### src/rtl/inst_fetch_unit_if.sv
// Instruction-memory request/response bus between the fetch unit and memory.
// Holds one outstanding request; the ack is a single-cycle strobe.
interface inst_fetch_unit_if;
   logic        im_req;
   logic [31:0] im_addr;
   logic        im_ack;
   logic [31:0] im_rdata;

   modport master (output im_req, output im_addr, input im_ack, input im_rdata);
   modport slave  (input im_req, input im_addr, output im_ack, output im_rdata);
endinterface

### src/rtl/inst_fetch_unit.sv
// Instruction fetch stage: issues word fetches and buffers one instruction for IF/ID.
// Redirects inject a NOP into IF/ID and steer the next fetch to the new target.
module inst_fetch_unit #(
   parameter logic [31:0] RESET_PC = 32'h0000_0000,
   parameter logic [31:0] NOP_INST = 32'h0000_0013
) (
   input  logic                      clk,
   input  logic                      rst,
   inst_fetch_unit_if.master         im,
   input  logic                      pc_write,
   input  logic                      redirect,
   input  logic [31:0]               redirect_pc,
   output logic [31:0]               pc_out,
   output logic [31:0]               inst,
   output logic                      ifid_write
);

   typedef enum logic [1:0] {FETCH, HOLD, DROP} state_t;

   state_t      state_q, state_d;
   logic [31:0] pc_q, pc_d;
   logic [31:0] buf_pc_q, buf_pc_d;
   logic [31:0] buf_inst_q, buf_inst_d;
   logic [31:0] out_addr_q, out_addr_d;
   logic [31:0] target;

   assign target = redirect_pc & ~32'h3;

   always_ff @(posedge clk or posedge rst) begin
      if (rst) begin
         state_q    <= FETCH;
         pc_q       <= RESET_PC;
         buf_pc_q   <= '0;
         buf_inst_q <= '0;
         out_addr_q <= '0;
      end else begin
         state_q    <= state_d;
         pc_q       <= pc_d;
         buf_pc_q   <= buf_pc_d;
         buf_inst_q <= buf_inst_d;
         out_addr_q <= out_addr_d;
      end
   end

   always_comb begin
      state_d     = state_q;
      pc_d        = pc_q;
      buf_pc_d    = buf_pc_q;
      buf_inst_d  = buf_inst_q;
      out_addr_d  = out_addr_q;
      im.im_req   = 1'b0;
      im.im_addr  = pc_q;
      ifid_write  = 1'b0;
      pc_out      = buf_pc_q;
      inst        = buf_inst_q;

      case (state_q)
         FETCH: begin
            im.im_req  = 1'b1;
            im.im_addr = pc_q;
            if (redirect) begin
               pc_d = target;
               // A request still in flight must be drained before the new one issues.
               if (!im.im_ack) begin
                  state_d    = DROP;
                  out_addr_d = pc_q;
               end
            end else if (im.im_ack) begin
               buf_pc_d   = pc_q;
               buf_inst_d = im.im_rdata;
               state_d    = HOLD;
            end
         end
         HOLD: begin
            if (redirect) begin
               pc_d    = target;
               state_d = FETCH;
            end else if (pc_write) begin
               ifid_write = 1'b1;
               pc_d       = buf_pc_q + 32'd4;
               state_d    = FETCH;
            end
         end
         DROP: begin
            im.im_req  = 1'b1;
            im.im_addr = out_addr_q;
            if (redirect) pc_d = target;
            if (im.im_ack) state_d = FETCH;
         end
         default: state_d = FETCH;
      endcase

      // Redirect overrides stall and buffered data alike.
      if (redirect) begin
         ifid_write = 1'b1;
         inst       = NOP_INST;
         pc_out     = target;
      end

      if (rst) begin
         im.im_req  = 1'b0;
         ifid_write = 1'b0;
         pc_out     = '0;
         inst       = '0;
      end
   end

endmodule

### src/flat_wrapper.sv
// flat-port wrapper written by rule: the top's interface ports become plain ports
module inst_fetch_unit_flat 
#(
   parameter logic [31:0] RESET_PC = 32'h0000_0000,
   parameter logic [31:0] NOP_INST = 32'h0000_0013
)
  (clk, rst, pc_write, redirect, redirect_pc, pc_out, inst, ifid_write, im_im_req, im_im_addr, im_im_ack, im_im_rdata);
  inst_fetch_unit_if im_i ();
  input  logic clk;
  input  logic rst;
  input  logic pc_write;
  input  logic redirect;
  input  logic [31:0] redirect_pc;
  output logic [31:0] pc_out;
  output logic [31:0] inst;
  output logic ifid_write;
  output wire logic [$bits(im_i.im_req)-1:0] im_im_req;
  output wire logic [$bits(im_i.im_addr)-1:0] im_im_addr;
  input wire logic [$bits(im_i.im_ack)-1:0] im_im_ack;
  input wire logic [$bits(im_i.im_rdata)-1:0] im_im_rdata;
  assign im_im_req = im_i.im_req;
  assign im_im_addr = im_i.im_addr;
  assign im_i.im_ack = im_im_ack;
  assign im_i.im_rdata = im_im_rdata;
  inst_fetch_unit #(.RESET_PC(RESET_PC), .NOP_INST(NOP_INST)) u_core (.clk(clk), .rst(rst), .im(im_i), .pc_write(pc_write), .redirect(redirect), .redirect_pc(redirect_pc), .pc_out(pc_out), .inst(inst), .ifid_write(ifid_write));
endmodule
### config.mk
export PLATFORM = sky130hd
export DESIGN_NAME = inst_fetch_unit_flat
export DESIGN_NICKNAME = d
export VERILOG_FILES = /design/src/rtl/inst_fetch_unit_if.sv /design/src/rtl/inst_fetch_unit.sv /design/src/flat_wrapper.sv
export SDC_FILE = /design/constraint.sdc
export NUM_CORES = 1
export LEC_CHECK = 0
export CORE_MARGIN = 2
export CORE_UTILIZATION = 30
export CTS_CLUSTER_SIZE = 24
export DETAILED_ROUTE_END_ITERATION = 8
export PLACE_DENSITY = 0.56
export SETUP_SLACK_MARGIN = 0.02
export SLEW_MARGIN = 40
export SYNTH_ARGS = -nofsm -noshare
export SYNTH_HDL_FRONTEND = slang
export SYNTH_SLANG_ARGS = --single-unit
### constraint.sdc
create_clock -name clk -period 4 [get_ports clk]
set_clock_uncertainty 0.15 [all_clocks]
set_input_delay 0.4 -clock clk [delete_from_list [all_inputs] [get_ports clk]]
set_output_delay 0.4 -clock clk [all_outputs]
set_load 0.03 [all_outputs]
* Word-level counts from Yosys, hierarchy flattened
Index checks and enable logic that the tools add are counted.
Operators by class: add/subtract/negate cells 1, equality and inequality tests 7, multiplexer cells 22, bitwise gates (word level) 2, reduce and logical (&&, ||, !) cells 7
Operators by type and width (count):
- two-way mux 32 bit | 8
- case mux 32 bit (2 select lines) | 1
- adder 32 x 3 -> 32 bit, second input constant | 1
- two-way mux 2 bit | 6
- inequality test 3 bit, second input constant | 3
- AND reduction 3 bit | 3
- two-way mux 1 bit | 6
- case mux 2 bit (3 select lines) | 1
- AND reduction 4 bit | 1
- == test 2 x 1 -> 1 bit, second input constant | 1
- == test 2 bit, second input constant | 1
- zero test 2 bit | 1
- inequality test 2 x 1 -> 1 bit, second input constant | 1
- inequality test 2 bit, second input constant | 1
- NOT 1 bit | 2
- nonzero test 2 bit | 1
- OR reduction 2 bit | 1
Storage, ports and cells: register bits after elaboration 130, bits of input ports 69, output and inout port bits 98

* Longest topological paths before layout
Gate-level depths: netlist (run 1).
depth after elaboration 4, depth in mapped cells 7, depth with buffers taken out 6

* Worst setup path after synthesis (run 1)
Ideal clock, no wire load.
path type in2out, start input port redirect, end output port pc_out[14], arrival 1.977 ns, required time 3.450 ns, setup slack 1.473 ns, stages on the path 5, buffers on the path 3, cell sequence buf_1 > buf_2 > buf_1 > mux2i_1 > nor2_1
Between the ends: word-level cells in the longest chain between the ends 2
Ends and longest elaborated chain:
- from (decl) | line flat_wrapper.sv:12 | input logic redirect;
- two-way mux 32 bit | line inst_fetch_unit.sv:94 | if (redirect) begin
- two-way mux 32 bit | line inst_fetch_unit.sv:100 | if (rst) begin
- to (decl) | line flat_wrapper.sv:14 | output logic [31:0] pc_out;
Every way passes these cells.

* Final worst setup path (run 1)
start register u_core.state_q[0], end output port im_im_addr[3]
Between the ends: word-level cells in the longest chain between the ends 2
Ends and longest elaborated chain:
- from (decl) | line inst_fetch_unit.sv:20 | state_t state_q, state_d;
- from (signal assigned) | line inst_fetch_unit.sv:37 | state_q <= state_d;
- == test 2 bit | line inst_fetch_unit.sv:57 | case (state_q)
- two-way mux 32 bit | line inst_fetch_unit.sv:57
- to (decl) | line flat_wrapper.sv:18 | output wire logic [$bits(im_i.im_addr)-1:0] im_im_addr;
Every way passes these cells.

==> results.json, run 1 <==
{
  "powerDensity_nw_per_um2": 533,
  "synth-seq-area-share_pct": 48.2,
  "std_cell_rows": 54,
  "power_uw": 4990,
  "fin_util_pct": 42.7,
  "cp.arrival_ns": 2.93,
  "end_kind": "primary output",
  "clock.fmax_mhz": 287,
  "pre_cts_slack_ns": 0.936,
  "clkTransAtPathRegs_ns": 0.06,
  "tns_ns": 0,
  "io_pins": 167,
  "cts-root-buf": "clkbuf_16",
  "yosys_warnings": 0,
  "htreeDepth": 4,
  "final_common_cell": "clkdlybuf4s50_1",
  "synth_cell_types": 40,
  "p_leak_uw": 0.00386,
  "slew_headroom_pct": 51.7,
  "final_cell_mix": "clkdlybuf4s50_1, mux2_2, dfrtp_1",
  "viasPerCell": 4.85,
  "slowest_stage": "dfrtp_1",
  "cts_resized": 0,
  "finalCriticalPeriod_ns": 3.48,
  "grt_max_degree": 57,
  "cp-start-kind": "flip-flop",
  "criticalPathCategory": "reg -> out",
  "final_nets": 827,
  "design.core.area_sq_um": 22000,
  "die_y_um": 154,
  "postRouteAntennaNets": 0,
  "cts_tree": "yes",
  "antenna_found_initial": 0,
  "rsz0062_at_grt": "no",
  "hold_buffers": 0,
  "synth_cells": 601,
  "drc_errors": 0,
  "fin_ws_ns": 0.516,
  "routed_wl_um": 18800,
  "clock-sinks": 130,
  "cts_made_buffers": 17,
  "grt-ovfl-total": 0,
  "n_antenna_cell": 0,
  "synth-seq-cells": 130,
  "post-route-period-util_pct": 87.1,
  "status": "complete, no violations",
  "layout-drive-gt1-share_pct": 24.8,
  "post_cts_buffers": 0,
  "initial_core_util_pct": 30.7,
  "worstSkewPairLatency_ns": 0.42,
  "ir_drop_mv": 0.284,
  "die_w_um": 154,
  "final-setup-viol-count": 0,
  "die_area_sq_um": 23700,
  "stdcell_count": 1050,
  "syn_area_sq_um": 6750,
  "route.vias.total": 5093,
  "grt_pass1_vias": 5545,
  "io_buffer_count": 164,
  "hold_viol": 0,
  "tightest_slew_ns": 0.719,
  "grt_util_all_layers_pct": 16.3,
  "dpl.hpwl_um": 13100,
  "dr.pass1.iters": 4,
  "post_drt_wl_per_cell_um": 17.9,
  "crit_required_ns": 3.45,
  "avgSynthCellArea_sq_um": 11.2,
  "slew_viol_final": 0,
  "syn_to_final_growth_pct": 38.9,
  "critPathMaxFanout": 20,
  "drv_cap": 0,
  "dp_cells": 1018,
  "crit_path_max_incr_delay_ns": 0.78,
  "grt_pass1_wl_um": 30500,
  "syn_nets": 671,
  "path_cells": "nand2b_2 -> buf_12 -> mux2_2 -> clkdlybuf4s50_1",
  "cts.path.max_buffers": 2,
  "first_iter_violations": 214,
  "gp_congestion": 0.789,
  "min_path_type": "in -> async"
}
logic make-up (layout without fill, tap and decap cells):
kind of cell	Yosys count	in the layout	synth area share [%]
buf+inv	48	217	2.82
compound gates	69	69	6.34
mux	165	165	27.0
simple gates	168	168	12.9
flops	130	130	48.2
fa+ha+maj	1	1	0.185
xor+xnor	20	20	2.60
critical path: cells and delay by family, from the launching register on:
kind	cells	cell delay [ns]
muxes	1	0.35
DFF	1	0.78
and+or+nand+nor	1	0.55
buffers and inverters	2	0.83
cell usage after synthesis, drive strengths merged:
master   count  area [sq um]
nor4         2          12.5
or2          1          6.26
inv          5          18.8
o31a         1          8.76
o311a        1          10.0
and2        33           206
nor3         4          20.0
a21o         4          30.0
or3          1          11.3
mux2i       34           340
nor2b        1          6.26
a31oi        4          25.0
buf         15          66.3
nand2       32           120
or4          1          11.3
o21ai       31           155
and4         5          45.0
nand4        9          68.8
nor3b        5          37.5
mux2       131          1480
ha           1          12.5
xor2        12           105
clkbuf      28           105
nor4b        3          26.3
a21oi       12          60.1
xnor2        8          70.1
o211ai       2          15.0
a41o         1          10.0
nor2        53           199
a2bb2oi      1          8.76
nand2b       3          18.8
and3         3          18.8
dfrtp      130          3250
a32oi       12           105
nand3       12          60.1
flip-flops by register name, summed over array words and instances (netlist names):
register and flops:
u_core.buf_inst_q 32, u_core.buf_pc_q 32, u_core.out_addr_q 32, u_core.state_q 2, u_core.pc_q 32
routing by layer:
metal  global-route usage [%]  up-vias  routed length [um]
li1                         -     2450                   -
met1                     20.5     2489                8480
met2                     26.6      142                8720
met3                     5.75       12                1350
met4                     4.72        0                 193
met5                        0        -                   0
through the flow:
step	hold slack [ns]	cell area (sq um)
after floorplan	0.316	6750
after global placement	0.331	8730
after detailed placement	0.337	8740
after CTS	0.248	9370
after global routing	0.288	9370
final	0.252	9370
path summary, 6_finish.rpt:
path,startpoint,end,slack [ns],cells past startpoint
max in group asynchronous,rst,u_core.buf_inst_q[11],2.88,4
worst max register to register,u_core.state_q[0],u_core.pc_q[23],1.35,5
worst max-delay path,u_core.state_q[0],im_im_addr[3],0.52,4
worst min register to register,u_core.buf_inst_q[7],u_core.buf_inst_q[7],0.35,1
worst min-delay path,rst,u_core.buf_pc_q[8],0.25,4
min in group clk,u_core.buf_inst_q[7],u_core.buf_inst_q[7],0.35,1
final cells by class:
| class | instances | area [sq um] |
|---|---|---|
| fill | 2083 | 12600 |
| sequential | 130 | 3250 |
| tap | 280 | 350 |
| clock inverter | 15 | 206 |
| clock buffer | 17 | 425 |
| multi-input combinational | 423 | 3320 |
| inverter | 5 | 22.5 |
| timing repair buffer | 180 | 1790 |
power by group:
| group | switching [uW] | internal [uW] |
|---|---|---|
| combinational | 667 | 711 |
| sequential | 303 | 1640 |
| clock | 624 | 1050 |
No activity file was read; power rests on OpenSTA's default activity.
==> run 2, diff against run 1 <==
--- a/config.mk
+++ b/config.mk
@@ -9,7 +9,8 @@
 export CORE_UTILIZATION = 30
 export CTS_CLUSTER_SIZE = 24
 export DETAILED_ROUTE_END_ITERATION = 8
-export PLACE_DENSITY = 0.56
+export DONT_BUFFER_PORTS = 1
+export PLACE_DENSITY = 0.46
 export SETUP_SLACK_MARGIN = 0.02
 export SLEW_MARGIN = 40
 export SYNTH_ARGS = -nofsm -noshare
==> run 2 against run 1 <==
Non-clock buffer count is 125 lower. Wire length is 1.0% lower. Design area is 14% lower. Global-route usage is 0.10 points lower. Die area stayed put. Worst setup slack better by 0.61 ns. Via count is 5.9% lower. Clock power is 8% lower. Cell count is 12% lower. Largest power group unchanged. Combinational power is 22% lower. Core utilization is 5.8 points lower. Highest routed layer unchanged. Flip-flop and latch count stayed put.
==> results.json, run 2 (synthesis gave the netlist of run 1 again) <==
{
  "dr.pass1.iters": 5,
  "postRouteAntennaNets": 0,
  "worstSkewPairLatency_ns": 0.43,
  "hold_buffers": 47,
  "cts_made_buffers": 17,
  "route.vias.total": 4793,
  "viasPerCell": 5.18,
  "final-setup-viol-count": 0,
  "syn_to_final_growth_pct": 19.9,
  "clock-sinks": 130,
  "final_nets": 702,
  "layout-drive-gt1-share_pct": 28.5,
  "grt_pass1_vias": 5039,
  "rsz0062_at_grt": "no",
  "drv_cap": 0,
  "drc_errors": 0,
  "final_cell_mix": "mux2_2, dfrtp_1, nor2_1",
  "slowest_stage": "dfrtp_1",
  "gp_congestion": 0.713,
  "finalCriticalPeriod_ns": 2.88,
  "power_uw": 4550,
  "cp-start-kind": "flip-flop",
  "fillCellCount": 2148,
  "ir_drop_mv": 0.253,
  "cts_resized": 0,
  "crit_required_ns": 3.45,
  "powerDensity_nw_per_um2": 563,
  "rrSetupSlack_ns": 1.24,
  "end_kind": "primary output",
  "design.core.area_sq_um": 22000,
  "clkTransAtPathRegs_ns": 0.06,
  "n_antenna_cell": 0,
  "path_cells": "nand2b_4 -> mux2_2",
  "fin_ws_ns": 1.12,
  "pre_cts_slack_ns": 1.28,
  "die_y_um": 154,
  "htreeDepth": 4,
  "antenna_found_initial": 0,
  "dpl.hpwl_um": 12100,
  "tightest_slew_ns": 0.728,
  "tns_ns": 0,
  "cts_tree": "yes",
  "routed_wl_um": 18600,
  "first_iter_violations": 208,
  "initial_core_util_pct": 30.7,
  "std_cell_rows": 54,
  "hold_viol": 0,
  "cp.arrival_ns": 2.33,
  "io_buffer_count": 0,
  "post-route-period-util_pct": 71.9,
  "status": "complete, no violations",
  "post_cts_buffers": 0,
  "slew_headroom_pct": 51.1,
  "cts-root-buf": "clkbuf_16",
  "post_drt_wl_per_cell_um": 20.1,
  "die_area_sq_um": 23700,
  "grt-ovfl-total": 0,
  "clock.fmax_mhz": 348,
  "die_w_um": 154,
  "min_path_type": "in -> reg",
  "grt_util_all_layers_pct": 16.2,
  "io_pins": 167,
  "cts.path.max_buffers": 2,
  "grt_max_degree": 77,
  "criticalPathCategory": "reg -> out",
  "crit_path_max_incr_delay_ns": 0.79,
  "grt_pass1_wl_um": 29700,
  "p_leak_uw": 0.00338,
  "critPathMaxFanout": 32,
  "slew_viol_final": 0
}
## run 2: cell types whose count changed in the layout (fill, tap and decap cells not counted), sizes merged
cell	change
clkdlybuf4s50	-162
inv	+1
clkinv	+5
clkinvlp	-3
bufinv	-3
dlygate4sd3	+47
buf	-10
## run 2: worst paths after layout
path / startpoint / end / depth (start not counted)
min reg2reg: u_core.buf_inst_q[29] / u_core.buf_inst_q[29] / 1
max in group asynchronous: rst / u_core.pc_q[3] / 3
min in group asynchronous: rst / u_core.pc_q[22] / 3
max: u_core.state_q[0] / im_im_addr[9] / 2
min: redirect_pc[11] / u_core.pc_q[11] / 2
max reg2reg: u_core.state_q[0] / u_core.pc_q[28] / 5
## run 2: critical path: cells and delay by family (launching register included)
family / cells / cell delay [ns]
mux: 1 / 0.49
flops: 1 / 0.79
simple gates: 1 / 0.60
## run 2: per-layer routing
| metal | track usage (%) | up-vias | wire length, um |
|---|---|---|---|
| li1 | - | 2200 | - |
| met1 | 20.1 | 2428 | 8050 |
| met2 | 26.7 | 143 | 9010 |
| met3 | 5.41 | 22 | 1260 |
| met4 | 5.12 | 0 | 240 |
| met5 | 0 | - | 0 |
## run 2: where the power goes
group / switching (uW) / internal, uW / total [uW]
clock network: 660 / 869 / 1530
registers: 316 / 1630 / 1950
logic: 608 / 466 / 1070
## run 2: cell type report
class / instances / area [sq um] / area share (%)
clock buffer: 17 / 425 / 5.26
clock inverter: 15 / 150 / 1.86
inverter: 5 / 22.5 / 0.278
multi-input combinational: 423 / 3340 / 41.3
sequential: 130 / 3250 / 40.2
tap: 280 / 350 / 4.33
timing repair buffer: 55 / 547 / 6.76
## run 2: stage by stage
step	area (sq um)	util, %	instances	hold slack [ns]
after floorplan	6750	-	601	0.316
after global placement	7020	32.0	846	0.294
after detailed placement	7030	32.0	846	0.300
after CTS	8080	36.8	925	0.000450
after global routing	8090	36.8	925	0.0139
final	8090	36.8	925	0.0112
